[src/rtl/lsu_mem_port_if.sv]
// lsu_mem_port_if: bundles the execute-side request/response signals and the
// port-B RAM signals of the load/store unit.
//   master : view taken by lsu_mem_port (accepts requests, drives the RAM port,
//            returns load data, store completion and faults)
//   slave  : view taken by the execute stage plus RAM model
// Signals:
//   req_*          request from execute (valid/ready handshake)
//   mem_op/addr/din  registered RAM command, mem_dout/mem_bvalid RAM read return,
//   mem_notready   RAM stall
//   ld_*, st_done, fault, fault_code  completion and error reporting
interface lsu_mem_port_if;
    logic        req_valid;
    logic        req_ready;
    logic        req_store;
    logic [2:0]  req_funct3;
    logic [31:0] req_addr;
    logic [31:0] req_wdata;
    logic [4:0]  req_rd;

    logic [1:0]  mem_op;
    logic [31:0] mem_addr;
    logic [31:0] mem_din;
    logic [31:0] mem_dout;
    logic        mem_bvalid;
    logic        mem_notready;

    logic        ld_valid;
    logic [31:0] ld_data;
    logic [4:0]  ld_rd;
    logic        st_done;
    logic        fault;
    logic [1:0]  fault_code;

    modport master (
        input  req_valid, req_store, req_funct3, req_addr, req_wdata, req_rd,
        input  mem_dout, mem_bvalid, mem_notready,
        output req_ready,
        output mem_op, mem_addr, mem_din,
        output ld_valid, ld_data, ld_rd, st_done, fault, fault_code
    );

    modport slave (
        output req_valid, req_store, req_funct3, req_addr, req_wdata, req_rd,
        output mem_dout, mem_bvalid, mem_notready,
        input  req_ready,
        input  mem_op, mem_addr, mem_din,
        input  ld_valid, ld_data, ld_rd, st_done, fault, fault_code
    );
endinterface

[src/rtl/lsu_mem_port.sv]
// lsu_mem_port: load/store initiator for the data port (port B) of the
// single-cycle word RAM. Turns RISC-V LB/LH/LW/LBU/LHU/SB/SH/SW requests into
// word-granular RAM operations; sub-word stores use read-modify-write.
// Ports:
//   clk     clock
//   reset   synchronous, active-high
//   io_bus  lsu_mem_port_if.master: request handshake, RAM command/return,
//           load result, store completion and fault reporting
module lsu_mem_port #(
    parameter logic [1:0]  MEM_DISABLE    = 2'b00,
    parameter logic [1:0]  MEM_READ_SEXT  = 2'b01,
    parameter logic [1:0]  MEM_READ_ZEXT  = 2'b10,
    parameter logic [1:0]  MEM_WRITE      = 2'b11,
    parameter int unsigned TIMEOUT_CYCLES = 16
) (
    input  logic           clk,
    input  logic           reset,
    lsu_mem_port_if.master io_bus
);
    localparam int unsigned     CntW    = (TIMEOUT_CYCLES > 2) ? $clog2(TIMEOUT_CYCLES) : 1;
    localparam logic [CntW-1:0] CntLast = CntW'(TIMEOUT_CYCLES - 1);

    localparam logic [1:0] FaultMisaligned = 2'b01;
    localparam logic [1:0] FaultIllegal    = 2'b10;
    localparam logic [1:0] FaultTimeout    = 2'b11;

    typedef enum logic [1:0] {StIdle, StIssue, StWait, StWrite} state_e;

    state_e          r_state;
    logic [1:0]      r_mem_op;
    logic [31:0]     r_mem_addr;
    logic [31:0]     r_mem_din;
    logic [31:0]     r_ld_data;
    logic [4:0]      r_ld_rd;
    logic [1:0]      r_fault_code;
    logic            r_ld_valid;
    logic            r_st_done;
    logic            r_fault;
    logic [CntW-1:0] r_cnt;
    // Latched request fields
    logic            r_store;
    logic [2:0]      r_funct3;
    logic [1:0]      r_lane;
    logic [15:0]     r_wdata;
    logic [4:0]      r_rd;

    logic            w_ready;
    logic            w_accept;
    logic            w_legal;
    logic            w_misaligned;
    logic            w_word_store;
    logic [7:0]      w_byte;
    logic [15:0]     w_half;
    logic [31:0]     w_ld_result;
    logic [31:0]     w_merged;

    assign w_ready  = (r_state == StIdle) && !io_bus.mem_notready;
    assign w_accept = io_bus.req_valid && w_ready;

    always_comb begin
        w_legal = 1'b0;
        case (io_bus.req_funct3)
            3'b000, 3'b001, 3'b010: w_legal = 1'b1;
            3'b100, 3'b101:         w_legal = !io_bus.req_store;
            default:                w_legal = 1'b0;
        endcase
    end

    assign w_misaligned = ((io_bus.req_funct3[1:0] == 2'b01) && io_bus.req_addr[0]) ||
                          ((io_bus.req_funct3[1:0] == 2'b10) && (io_bus.req_addr[1:0] != 2'b00));
    assign w_word_store = io_bus.req_store && (io_bus.req_funct3 == 3'b010);

    // Lane extraction and extension of the returned RAM word
    always_comb begin
        w_byte = io_bus.mem_dout[7:0];
        unique case (r_lane)
            2'd0: w_byte = io_bus.mem_dout[7:0];
            2'd1: w_byte = io_bus.mem_dout[15:8];
            2'd2: w_byte = io_bus.mem_dout[23:16];
            2'd3: w_byte = io_bus.mem_dout[31:24];
        endcase
        w_half = r_lane[1] ? io_bus.mem_dout[31:16] : io_bus.mem_dout[15:0];
        case (r_funct3)
            3'b000:  w_ld_result = {{24{w_byte[7]}}, w_byte};
            3'b001:  w_ld_result = {{16{w_half[15]}}, w_half};
            3'b100:  w_ld_result = {24'h0, w_byte};
            3'b101:  w_ld_result = {16'h0, w_half};
            default: w_ld_result = io_bus.mem_dout;
        endcase
    end

    // Read-modify-write merge: new byte/half replaces its lane, others kept
    always_comb begin
        w_merged = io_bus.mem_dout;
        if (r_funct3[1:0] == 2'b00) begin
            unique case (r_lane)
                2'd0: w_merged[7:0]   = r_wdata[7:0];
                2'd1: w_merged[15:8]  = r_wdata[7:0];
                2'd2: w_merged[23:16] = r_wdata[7:0];
                2'd3: w_merged[31:24] = r_wdata[7:0];
            endcase
        end else if (r_lane[1]) begin
            w_merged[31:16] = r_wdata;
        end else begin
            w_merged[15:0] = r_wdata;
        end
    end

    always_ff @(posedge clk) begin
        if (reset) begin
            r_state      <= StIdle;
            r_mem_op     <= MEM_DISABLE;
            r_mem_addr   <= 32'h0;
            r_mem_din    <= 32'h0;
            r_ld_data    <= 32'h0;
            r_ld_rd      <= 5'h0;
            r_fault_code <= 2'b00;
            r_ld_valid   <= 1'b0;
            r_st_done    <= 1'b0;
            r_fault      <= 1'b0;
            r_cnt        <= '0;
            r_store      <= 1'b0;
            r_funct3     <= 3'b000;
            r_lane       <= 2'b00;
            r_wdata      <= 16'h0;
            r_rd         <= 5'h0;
        end else begin
            r_ld_valid <= 1'b0;
            r_st_done  <= 1'b0;
            r_fault    <= 1'b0;
            case (r_state)
                StIdle: begin
                    if (w_accept) begin
                        if (!w_legal) begin
                            r_fault      <= 1'b1;
                            r_fault_code <= FaultIllegal;
                        end else if (w_misaligned) begin
                            r_fault      <= 1'b1;
                            r_fault_code <= FaultMisaligned;
                        end else begin
                            r_store    <= io_bus.req_store;
                            r_funct3   <= io_bus.req_funct3;
                            r_lane     <= io_bus.req_addr[1:0];
                            r_wdata    <= io_bus.req_wdata[15:0];
                            r_rd       <= io_bus.req_rd;
                            r_mem_addr <= {io_bus.req_addr[31:2], 2'b00};
                            if (w_word_store) begin
                                r_mem_op  <= MEM_WRITE;
                                r_mem_din <= io_bus.req_wdata;
                            end else if (io_bus.req_store || io_bus.req_funct3[2]) begin
                                // Sub-word stores read unextended for the merge
                                r_mem_op <= MEM_READ_ZEXT;
                            end else begin
                                r_mem_op <= MEM_READ_SEXT;
                            end
                            r_state <= StIssue;
                        end
                    end
                end
                StIssue: begin
                    r_mem_op <= MEM_DISABLE;
                    r_cnt    <= '0;
                    if (r_store && (r_funct3[1:0] == 2'b10)) begin
                        r_st_done <= 1'b1;
                        r_state   <= StIdle;
                    end else begin
                        r_state <= StWait;
                    end
                end
                StWait: begin
                    if (io_bus.mem_bvalid) begin
                        if (!r_store) begin
                            r_ld_data  <= w_ld_result;
                            r_ld_rd    <= r_rd;
                            r_ld_valid <= 1'b1;
                            r_state    <= StIdle;
                        end else begin
                            r_mem_din <= w_merged;
                            r_mem_op  <= MEM_WRITE;
                            r_state   <= StWrite;
                        end
                    end else if (r_cnt == CntLast) begin
                        r_fault      <= 1'b1;
                        r_fault_code <= FaultTimeout;
                        r_state      <= StIdle;
                    end else begin
                        r_cnt <= r_cnt + 1'b1;
                    end
                end
                StWrite: begin
                    r_mem_op  <= MEM_DISABLE;
                    r_st_done <= 1'b1;
                    r_state   <= StIdle;
                end
                default: r_state <= StIdle;
            endcase
        end
    end

    // Reset forces the RAM op idle in the same cycle so an RMW cut short by
    // reset never reaches the RAM as a write.
    assign io_bus.mem_op     = reset ? MEM_DISABLE : r_mem_op;
    assign io_bus.req_ready  = w_ready;
    assign io_bus.mem_addr   = r_mem_addr;
    assign io_bus.mem_din    = r_mem_din;
    assign io_bus.ld_valid   = r_ld_valid;
    assign io_bus.ld_data    = r_ld_data;
    assign io_bus.ld_rd      = r_ld_rd;
    assign io_bus.st_done    = r_st_done;
    assign io_bus.fault      = r_fault;
    assign io_bus.fault_code = r_fault_code;
endmodule
[src/flat_wrapper.sv]
// flat-port wrapper written by rule: the top's interface ports become plain ports
module lsu_mem_port_flat 
#(
    parameter logic [1:0]  MEM_DISABLE    = 2'b00,
    parameter logic [1:0]  MEM_READ_SEXT  = 2'b01,
    parameter logic [1:0]  MEM_READ_ZEXT  = 2'b10,
    parameter logic [1:0]  MEM_WRITE      = 2'b11,
    parameter int unsigned TIMEOUT_CYCLES = 16
)
  (clk, reset, io_bus_req_valid, io_bus_req_store, io_bus_req_funct3, io_bus_req_addr, io_bus_req_wdata, io_bus_req_rd, io_bus_mem_dout, io_bus_mem_bvalid, io_bus_mem_notready, io_bus_req_ready, io_bus_mem_op, io_bus_mem_addr, io_bus_mem_din, io_bus_ld_valid, io_bus_ld_data, io_bus_ld_rd, io_bus_st_done, io_bus_fault, io_bus_fault_code);
  lsu_mem_port_if io_bus_i ();
  input  logic clk;
  input  logic reset;
  input wire logic [$bits(io_bus_i.req_valid)-1:0] io_bus_req_valid;
  input wire logic [$bits(io_bus_i.req_store)-1:0] io_bus_req_store;
  input wire logic [$bits(io_bus_i.req_funct3)-1:0] io_bus_req_funct3;
  input wire logic [$bits(io_bus_i.req_addr)-1:0] io_bus_req_addr;
  input wire logic [$bits(io_bus_i.req_wdata)-1:0] io_bus_req_wdata;
  input wire logic [$bits(io_bus_i.req_rd)-1:0] io_bus_req_rd;
  input wire logic [$bits(io_bus_i.mem_dout)-1:0] io_bus_mem_dout;
  input wire logic [$bits(io_bus_i.mem_bvalid)-1:0] io_bus_mem_bvalid;
  input wire logic [$bits(io_bus_i.mem_notready)-1:0] io_bus_mem_notready;
  output wire logic [$bits(io_bus_i.req_ready)-1:0] io_bus_req_ready;
  output wire logic [$bits(io_bus_i.mem_op)-1:0] io_bus_mem_op;
  output wire logic [$bits(io_bus_i.mem_addr)-1:0] io_bus_mem_addr;
  output wire logic [$bits(io_bus_i.mem_din)-1:0] io_bus_mem_din;
  output wire logic [$bits(io_bus_i.ld_valid)-1:0] io_bus_ld_valid;
  output wire logic [$bits(io_bus_i.ld_data)-1:0] io_bus_ld_data;
  output wire logic [$bits(io_bus_i.ld_rd)-1:0] io_bus_ld_rd;
  output wire logic [$bits(io_bus_i.st_done)-1:0] io_bus_st_done;
  output wire logic [$bits(io_bus_i.fault)-1:0] io_bus_fault;
  output wire logic [$bits(io_bus_i.fault_code)-1:0] io_bus_fault_code;
  assign io_bus_i.req_valid = io_bus_req_valid;
  assign io_bus_i.req_store = io_bus_req_store;
  assign io_bus_i.req_funct3 = io_bus_req_funct3;
  assign io_bus_i.req_addr = io_bus_req_addr;
  assign io_bus_i.req_wdata = io_bus_req_wdata;
  assign io_bus_i.req_rd = io_bus_req_rd;
  assign io_bus_i.mem_dout = io_bus_mem_dout;
  assign io_bus_i.mem_bvalid = io_bus_mem_bvalid;
  assign io_bus_i.mem_notready = io_bus_mem_notready;
  assign io_bus_req_ready = io_bus_i.req_ready;
  assign io_bus_mem_op = io_bus_i.mem_op;
  assign io_bus_mem_addr = io_bus_i.mem_addr;
  assign io_bus_mem_din = io_bus_i.mem_din;
  assign io_bus_ld_valid = io_bus_i.ld_valid;
  assign io_bus_ld_data = io_bus_i.ld_data;
  assign io_bus_ld_rd = io_bus_i.ld_rd;
  assign io_bus_st_done = io_bus_i.st_done;
  assign io_bus_fault = io_bus_i.fault;
  assign io_bus_fault_code = io_bus_i.fault_code;
  lsu_mem_port #(.MEM_DISABLE(MEM_DISABLE), .MEM_READ_SEXT(MEM_READ_SEXT), .MEM_READ_ZEXT(MEM_READ_ZEXT), .MEM_WRITE(MEM_WRITE), .TIMEOUT_CYCLES(TIMEOUT_CYCLES)) u_core (.clk(clk), .reset(reset), .io_bus(io_bus_i));
endmodule
[config.mk]
export PLATFORM = sky130hd
export DESIGN_NAME = lsu_mem_port_flat
export DESIGN_NICKNAME = d
export VERILOG_FILES = /design/src/rtl/lsu_mem_port_if.sv /design/src/rtl/lsu_mem_port.sv /design/src/flat_wrapper.sv
export SDC_FILE = /design/constraint.sdc
export NUM_CORES = 1
export LEC_CHECK = 0
export ABC_AREA = 1
export BUFFER_PORTS_ARGS = -buffer_cell sky130_fd_sc_hd__buf_2
export CORE_UTILIZATION = 47
export DETAILED_ROUTE_END_ITERATION = 12
export PLACE_DENSITY = 0.83
export SYNTH_ARGS = -nofsm -noshare
export SYNTH_HDL_FRONTEND = slang
export SYNTH_SLANG_ARGS = --single-unit
[constraint.sdc]
create_clock -name clk -period 1.45 [get_ports clk]
set_input_delay 0.29 -clock clk [delete_from_list [all_inputs] [get_ports clk]]
set_output_delay 0.29 -clock clk [all_outputs]
set_load 0.005 [all_outputs]
==> results.md <==
- Result of the run: finished, violations left
- Failing checks: setup timing
- P&R area growth vs syn: 59.9%
- RD Place Congestion: 0.937
- Most used cell, CP: buf_6
- Achievable Freq: 551 MHz
- Clk sinks: 139
- Post-synth EDFFs: 0
- HP Class: primary input to flip-flop
- Switching Share: 29.2%
- CTS tree: yes
- Design Area, Final: 11,900 sq um
- Post-Syn Instances: 1,190
- Clock share of power: 43.0%
- Switching power: 3.09 mW
- Largest delay share family, worst path: buffers and inverters
- DP Worst Slack: -0.294 ns
- Final hold vios: 0
- Drt pass-1 iters: 8
- Critical Path RT: 1.76 ns
- Clk buf depth: 2
- Initial antenna violation count: 1
- Vias post-DR: 9,727
- MaxCap Viol Count: 0
- Row count: 45
- Initial DRC count: 1,177
- Total CTS buffers: 17
- Post-synthesis cell type count: 33
- Root buffer cell: clkbuf_16
- RSZ-0062 raised after global routing: yes
- Post-synth top area cell: dfxtp_1
- Critical Path Sink Type: flip-flop
- Routed vias/inst: 5.75
- Tot GR Track Use: 34.0%
- Commonest cells in the netlist: 342 x nand2_1, 154 x nor2_1, 139 x dfxtp_1, 105 x nand3_1, 101 x a21oi_1
- Syn Area/Cell: 6.23 sq um
- Gr ovfl total: 0
- Die Span Y: 128 microns
- Top cell type's share of synthesized area: 37.5%
- WS Path Type: flip-flop to flip-flop
- Final setup violation count: 138
- Per-cell routed wire length: 19.0 microns
- Synth Warn #: 0
- DRC viols: 0
- Top-count cell post-synth: nand2_1
- Count of input and output buffers: 216
- Clock transition at path regs: 0.06 ns
- Final core occ: 77.5%
- Leak: 5.54 nW
- Nets: 1,580
- Initial Util: 48.4%
- Sequential power share: 37.7%
- Synthesized area: 7420 sq um
- Post-synthesis sequential area ratio: 37.5%
- Core Area: 15,300 sq um
- Vias in the first global route: 8,669
- Antenna-violating nets left: 0
- Final setup margin: -0.366 ns
- Die area: 16,300 sq um
- Share of layout cells above drive strength 1: 41.7%
- Slowest Stage Delay on Critical Path: 0.37 ns
- PnR Total Power: 10.6 mW
- Wire length of the first global-routing pass: 43,200 microns
- Cell area power density: 893 nW/um^2
- Worst EP arrival: 2.13 ns
- Async S/R FF share, synth: 0%
- Peak VDD IR: 0.866 mV
- Post-layout min period: 1.82 ns
- Element type at the critical path start: flip-flop
- Combinational cell fraction of total power: 19.3%
- Final Skew: 0.00737 ns
- CP Buf/Inv Count: 5
- Largest net degree at the start of global routing: 39
- # IOs: 219
- Antenna cells: 0
- Ys flop type: dfxtp_1
- Synth area leaders: dfxtp_1 38%, nand2_1 17%, nor2_1 7.8%
- CTS Hold Bufs: 0
- Synth Register Bits: 139
- Slew Viols, Final: 0
- Worst skew pair latency: 0.44 ns
- Maximum fanout along the worst path: 8
- Die Span X: 128 microns
- Final HPWL DP: 17,600 microns
- Slowest stage cell, crit path: dfxtp_4
- P_int: 7.51 mW
- Final period utilization: 125%
- H-Tree Depth: 4
- DRT Wirelength: 32,200 microns
- DP Area: 9120 sq um
- Crit-path cells: nor2_4 -> buf_6 -> inv_4 -> buf_6 -> nor3_4 -> buf_6 -> nand2_8 -> clkbuf_16 -> nand2_1 -> a21oi_1
==> power groups by stage <==
stage | Sequential, mW | Combinational, mW | Clock (mW)
after detailed placement | 4.06 | 1.41 | 0
after global placement | 4.05 | 1.39 | 0
after floorplan | 4.05 | 0.765 | 0
final | 4.00 | 2.04 | 4.56
after CTS | 3.97 | 1.62 | 4.51
after global routing | 4.00 | 2.17 | 4.73
==> kinds of logic after synthesis <==
group                      share of synthesized area, %
adders and majority gates                         0.169
other                                            0.0506
buffers and inverters                              10.6
DFF                                                37.5
and+or+nand+nor                                    34.5
xor gates and xnor gates                          0.118
AOI/OAI and AO/OA                                  17.1
==> flip-flops by register name (all words and copies together) (netlist names) <==
signal                    count
u_core.io_bus.mem_din        32
u_core.r_cnt                  4
u_core.io_bus.ld_valid        1
u_core.io_bus.ld_data        32
u_core.io_bus.ld_rd           5
u_core.r_wdata               16
u_core.r_rd                   5
u_core.r_lane                 2
u_core.io_bus.mem_addr       30
u_core.r_state                2
u_core.io_bus.fault_code      2
u_core.r_funct3               3
u_core.r_store                1
u_core.io_bus.fault           1
u_core.io_bus.st_done         1
u_core.r_mem_op               2
==> routing by layer <==
metal | global-route usage, % | up-vias | wire length, microns
li1 | - | 4389 | -
met1 | 38.5 | 4398 | 11200
met2 | 58.3 | 736 | 15000
met3 | 10.5 | 204 | 3690
met4 | 16.3 | 0 | 2270
met5 | 0 | - | 0
==> area by class of cell <==
type / count / area (sq um)
inverters: 106 / 428
flip-flops and latches: 139 / 2790
clock buffers: 18 / 439
multi-input cells: 865 / 4950
fillers: 1054 / 3450
clock inverters: 14 / 169
repair buffers: 340 / 2810
well taps: 211 / 264
==> path summary, 6_finish.rpt <==
check / slack [ns] / depth (start not counted) / end / from
max: -0.37 / 10 / u_core.io_bus.mem_addr[11] / u_core.r_state[0]
min: 0.10 / 3 / u_core.io_bus.mem_addr[20] / io_bus_req_addr[20]
max reg2reg: -0.37 / 10 / u_core.io_bus.mem_addr[11] / u_core.r_state[0]
min reg2reg: 0.46 / 2 / u_core.io_bus.fault_code[0] / u_core.io_bus.fault_code[0]
==> stage by stage <==
| step | hold slack, ns | instances | setup TNS, ns |
|---|---|---|---|
| floorplan | 0.437 | 1191 | 0 |
| global placement | 0.445 | 1607 | -7.34 |
| detailed placement | 0.449 | 1607 | -10.93 |
| CTS | 0.116 | 1673 | -16.03 |
| global route | 0.0970 | 1693 | -37.90 |
| finish | 0.101 | 1693 | -28.82 |
==> layout by cell type, fill, tap and decap left out, types with 3 or more instances in the layout <==
cell type  synthesis  routed
nand2_1          342     279
buf_2             29     218
dfxtp_1          139     135
nor2_1           154     113
inv_1             96      92
nand3_1          105      73
a21oi_1          101      52
a21oi_2            0      49
o21ai_0           91      44
buf_4              9      42
nand2_2            1      37
o21ai_1            7      31
buf_6              2      29
clkbuf_16          0      27
nand2_4            0      26
nor2_2             4      24
o211ai_1          23      23
buf_12             0      23
nor2_4             1      22
o21ai_2            0      20
nand3_2            0      18
nand3_4            0      14
buf_8              0      10
or2_2              9       9
buf_16             0       8
a31oi_1            9       7
inv_2              6       6
clkinv_2           0       6
nand4_1            4       4
inv_4              0       3
o21ai_4            0       3
clkinv_4           0       3
bufinv_16          0       3
==> timing repair <==
item                                    in CTS  in global routing
gates resized for setup                    112                302
buffers inserted                            22                 13
pin swaps                                   25                 93
gates cloned                                12                 13
endpoints found under the setup margin     116                138
==> tightest hold or removal path, stage by stage <==
cell	delay (ns)
buf_2	0.10
nand3_2	0.07
a21oi_2	0.04
Power figures use the tool's default switching activity.
